File: src/rtl/uart_tx_sched.sv
// uart_tx_sched: byte FIFO plus a register-bus sequencer for the UART core.
// For each queued byte it writes TX (0x04), then CTRL (0x00) with the divisor
// and tx_en, then waits for the core's TX-done pulse.
// Optional watchdog on the TX-done wait: define UART_TX_SCHED_TIMEOUT_EN.
module uart_tx_sched #(
    parameter int DEPTH    = 4,
    parameter int TO_SHIFT = 4
) (
    input  logic                     clk_i,
    input  logic                     rst_ni,
    input  logic                     en_i,
    input  logic [16:0]              cfg_clks_per_bit,
    input  logic                     req_valid,
    input  logic [7:0]               req_data,
    output logic                     req_ready,
    output logic                     ren,
    output logic                     we,
    output logic [7:0]               addr,
    output logic [31:0]              wdata,
    input  logic                     intr_tx,
    output logic                     busy,
    output logic                     done,
    output logic                     err_timeout,
    output logic [$clog2(DEPTH):0]   level
);

    localparam int AW  = $clog2(DEPTH);
    localparam int WDW = 17 + TO_SHIFT;

    typedef enum logic [1:0] {IDLE, WR_TX, WR_CTRL, WAIT_DONE} state_t;

    state_t        state_q, state_d;
    logic [7:0]    mem [DEPTH];
    logic [AW-1:0] wr_ptr, rd_ptr;
    logic [AW:0]   count;
    logic [16:0]   div_q;
    logic          push, pop, start, wd_fire;

    assign push  = req_valid && req_ready;
    // The head leaves the FIFO as the FSM moves from WR_CTRL to WAIT_DONE.
    assign pop   = (state_q == WR_CTRL);
    // A zero divisor holds the byte in the FIFO rather than sending garbage.
    assign start = en_i && (count != '0) && (cfg_clks_per_bit != '0);

    assign req_ready = (count != (AW+1)'(DEPTH));
    assign level     = count;
    assign busy      = (state_q != IDLE) || (count != '0);
    assign ren       = 1'b0;

    // FIFO storage; contents are don't-care until written, so no reset.
    always_ff @(posedge clk_i) begin
        if (push) mem[wr_ptr] <= req_data;
    end

    // FIFO pointers and occupancy; pointers wrap naturally at DEPTH.
    always_ff @(posedge clk_i or negedge rst_ni) begin
        if (!rst_ni) begin
            wr_ptr <= '0;
            rd_ptr <= '0;
            count  <= '0;
        end else begin
            if (push) wr_ptr <= wr_ptr + 1'b1;
            if (pop)  rd_ptr <= rd_ptr + 1'b1;
            case ({push, pop})
                2'b10:   count <= count + 1'b1;
                2'b01:   count <= count - 1'b1;
                default: count <= count;
            endcase
        end
    end

    // Divisor is captured once per byte so mid-byte cfg changes are harmless.
    always_ff @(posedge clk_i or negedge rst_ni) begin
        if (!rst_ni)                     div_q <= '0;
        else if (state_q == IDLE && start) div_q <= cfg_clks_per_bit;
    end

`ifdef UART_TX_SCHED_TIMEOUT_EN
    logic [WDW-1:0] wd_cnt;
    logic [WDW-1:0] wd_limit;
    assign wd_limit = {div_q, {TO_SHIFT{1'b0}}} - 1'b1;
    assign wd_fire  = (wd_cnt == wd_limit);

    // Watchdog: zeroed on the way into WAIT_DONE, counts while waiting.
    always_ff @(posedge clk_i or negedge rst_ni) begin
        if (!rst_ni)                     wd_cnt <= '0;
        else if (state_q == WR_CTRL)     wd_cnt <= '0;
        else if (state_q == WAIT_DONE)   wd_cnt <= wd_cnt + 1'b1;
    end
`else
    logic [WDW-1:0] unused_wd;
    assign unused_wd = '0;
    assign wd_fire   = 1'b0;
`endif

    // State register.
    always_ff @(posedge clk_i or negedge rst_ni) begin
        if (!rst_ni) state_q <= IDLE;
        else         state_q <= state_d;
    end

    // Next state and bus decode; TX-done beats the watchdog on a tie.
    always_comb begin
        state_d     = state_q;
        we          = 1'b0;
        addr        = 8'h00;
        wdata       = 32'h0;
        done        = 1'b0;
        err_timeout = 1'b0;
        case (state_q)
            IDLE: begin
                if (start) state_d = WR_TX;
            end
            WR_TX: begin
                we      = 1'b1;
                addr    = 8'h04;
                wdata   = {24'h0, mem[rd_ptr]};
                state_d = WR_CTRL;
            end
            WR_CTRL: begin
                we      = 1'b1;
                addr    = 8'h00;
                wdata   = {12'h0, div_q, 3'b001};
                state_d = WAIT_DONE;
            end
            WAIT_DONE: begin
                if (intr_tx) begin
                    done    = 1'b1;
                    state_d = IDLE;
                end else if (wd_fire) begin
                    err_timeout = 1'b1;
                    state_d     = IDLE;
                end
            end
            default: state_d = IDLE;
        endcase
    end

endmodule

File: config.mk
export PLATFORM = sky130hd
export DESIGN_NAME = uart_tx_sched
export DESIGN_NICKNAME = d
export VERILOG_FILES = /design/src/rtl/uart_tx_sched.sv
export SDC_FILE = /design/constraint.sdc
export NUM_CORES = 1
export LEC_CHECK = 0
export ABC_AREA = 1
export CAP_MARGIN = 5
export CORE_UTILIZATION = 45
export CTS_BUF_LIST = sky130_fd_sc_hd__clkbuf_8
export CTS_CLUSTER_SIZE = 16
export DETAILED_ROUTE_END_ITERATION = 8
export GPL_TIMING_DRIVEN = 0
export PLACE_DENSITY_LB_ADDON = 0.08
export SYNTH_ARGS = -nofsm -noshare
export SYNTH_HDL_FRONTEND = slang
export SYNTH_SLANG_ARGS = --single-unit
File: constraint.sdc
create_clock -name clk_i -period 1.8 [get_ports clk_i]
set_input_delay 0.36 -clock clk_i [delete_from_list [all_inputs] [get_ports clk_i]]
set_output_delay 0.36 -clock clk_i [all_outputs]
set_load 0.01 [all_outputs]
==> results.py <==
metrics = {
    "status": {
        "status": "finished with violations",
        "violations": "negative setup slack",
    },
    "grt": {
        "grt.overflow.total": 0,
        "antenna_found_initial": 0,
        "grt_pass1_wl_um": 9910,
        "grt_pass1_vias": 2126,
        "grt_max_degree": 27,
        "grt_usage": 0.209,
    },
    "pwr": {
        "power_mw": 7.88,
        "leakage_nw": 2.03,
        "cellPowerDensity_nw_per_um2": 1780,
        "irDropWorstVdd_uv": 1580,
    },
    "cts": {
        "clock_sinks": 58,
        "insertion_delay_ps": 340,
        "clkTransAtPathRegs_ps": 70,
        "cts_root_buffer": "clkbuf_8",
        "htreeDepth": 3,
        "cts_buffers": 9,
        "clock_path_buffers": 2,
        "postCtsHoldBufs": 0,
        "cts_tree": "done",
    },
    "setup_path": {
        "cpMaxStageDelayCell": "dfrtp_2",
        "crit_path_end_kind": "output pin",
        "required_ps": 1440,
        "critPathArrivalTime_ps": 1650,
        "critPathLaunchType": "register",
        "crit_path_max_incr_delay_ps": 490,
        "path_cells": "inv_4 > o21ai_0 > o22ai_2 > nand3_1 > o21ai_2 > buf_2",
        "cp_max_fo": 9,
        "critPathKind": "reg2out",
    },
    "finish": {
        "area_delta_synth_final_pct": 53.7,
        "mostFrequentLayoutCells": "nand2_1 (43), buf_4 (39), clkdlybuf4s50_1 (32), edfxtp_1 (32), nor2_1 (26)",
        "final_common_cell": "nand2_1",
        "nFillCells": 438,
        "final_layout_size_suffix_gt1_frac": 0.393,
        "fin_nets": 450,
        "num_antenna_cells": 0,
    },
    "timing": {
        "fmax_mhz": 497,
        "fin_ws_ps": -214,
        "timing.final.crit_share": 1.12,
        "tns_ps": -2200,
        "max_slew_margin": 0.500,
        "fin_worst_skew_ps": 8.21,
        "period_minus_slack_ps": 2010,
        "rsz0062_at_grt": "true",
        "slew_violations": 0,
        "setup_viol": 19,
        "finalHoldViolCount": 0,
        "tightest_slew_ps": 747,
    },
    "synthesis": {
        "ys_warn_count": 0,
        "ys_ff_latch": 58,
        "netlist_instances": 298,
        "synth.avg_cell_area_um2": 9.65,
        "ys_seq_area_frac": 0.560,
        "syn_area_um2": 2880,
        "ys_types": 31,
    },
    "placed_design": {
        "dpl.hpwl_um": 4210,
        "routabilityCongestion": 0.815,
        "portBuffers": 57,
    },
    "routing": {
        "vias": 2370,
        "dr.first_iter.drc_count": 149,
        "first_pass_iters": 4,
        "wire_per_inst_um": 14.5,
        "drt-total-wl_um": 7120,
        "drc": 0,
        "via_per_inst": 4.84,
        "ant_nets": 0,
    },
    "floorplanning": {
        "die_x_um": 81.9,
        "core-area_um2": 6030,
        "die_h_um": 81.9,
        "dieArea_um2": 6710,
        "start_util": 0.477,
        "rows": 28,
        "num_io_pins": 79,
    },
    "worst_hold_path": {
        "min_path_type": "in2async",
    },
    "job": {
        "cap_viol_max_count": 0,
    },
}
==> path summary, 6_finish.rpt <==
kind / from / end / slack, ps / depth (start not counted)
worst min register to register: div_q[5] / div_q[5] / 530 / 2
max in group asynchronous: rst_ni / state_q[1] / 870 / 2
min in group clk_i: div_q[5] / div_q[5] / 530 / 2
worst min-delay path: rst_ni / div_q[10] / 410 / 1
worst max register to register: state_q[0] / level[2] / 40 / 9
worst max-delay path: rd_ptr[1] / wdata[6] / -210 / 6
==> synthesized netlist by cell type, drive strengths merged <==
master   n  area share
nand2   59       0.078
o21ai   40       0.076
inv     35       0.046
nor2    34       0.047
edfxtp  32        0.33
buf     27       0.070
dfrtp   26        0.23
nand3   10       0.017
ha       9       0.039
o22ai    6       0.013
a21oi    4      0.0070
clkbuf   4      0.0070
xor2     4       0.012
or2      2      0.0044
a31oi    1      0.0074
conb     1      0.0013
fa       1      0.0070
nand4    1      0.0022
nor3     1      0.0017
xnor2    1      0.0030
==> where the power goes <==
group / switching (mW) / internal [mW]
logic: 2.15 / 1.93
clock network: 0.555 / 1.10
registers: 0.283 / 1.87
==> sequential cells by signal, summed over array words and instances (netlist names) <==
name	cells
div_q	17
mem	32
state_q	2
rd_ptr	2
level	3
wr_ptr	2
==> kinds of logic after synthesis <==
logic type,count (synthesis),share of synthesized area
and+or+nand+nor,107,0.151
buffers and inverters,66,0.123
DFF,58,0.560
AOI/OAI and AO/OA,51,0.104
adders and majority gates,10,0.0461
xor gates and xnor gates,5,0.0152
other,1,0.00130
==> per-stage QoR <==
| step | utilization | hold WS, ps | area [µm²] | setup slack, ps | instances |
|---|---|---|---|---|---|
| global placement | 0.603 | 464 | 3630 | -721 | 450 |
| finish | 0.734 | 409 | 4420 | -214 | 490 |
| floorplan | - | 64.4 | 2970 | -28.9 | 318 |
| detailed placement | 0.603 | 485 | 3630 | -760 | 450 |
| global route | 0.734 | 428 | 4420 | -280 | 490 |
| CTS | 0.687 | 506 | 4140 | -191 | 482 |
==> timing repair <==
item,CTS,global route
cloned,2,1
resized for setup,150,59
endpoints found under the setup margin,26,26
setup buffers,14,7
pin swaps,16,11
==> area by class of cell <==
type | count | area (µm²) | share of cell area
Sequential cell | 58 | 1610 | 0.365
Buffer | 31 | 282 | 0.0637
Inverter | 35 | 146 | 0.0331
Clock buffer | 10 | 138 | 0.0311
Clock inverter | 6 | 136 | 0.0309
Timing Repair Buffer | 81 | 769 | 0.174
Multi-Input combinational cell | 194 | 1240 | 0.281
Tap cell | 75 | 93.8 | 0.0212
==> per-layer routing <==
| layer | track usage | part of all wire | up-vias |
|---|---|---|---|
| met5 | 0 | 0 | - |
| met4 | 0.0912 | 0.018 | 0 |
| met3 | 0.0544 | 0.067 | 10 |
| met2 | 0.341 | 0.49 | 97 |
| met1 | 0.259 | 0.43 | 1104 |
| li1 | - | - | 1159 |
==> worst max-delay path: cells and delay by family (launching register included) <==
kind / cells / cell delay, ps
flops: 1 / 490
simple gates: 1 / 150
buf+inv: 2 / 310
compound gates: 3 / 370
(Power assumes the default switching activity.)
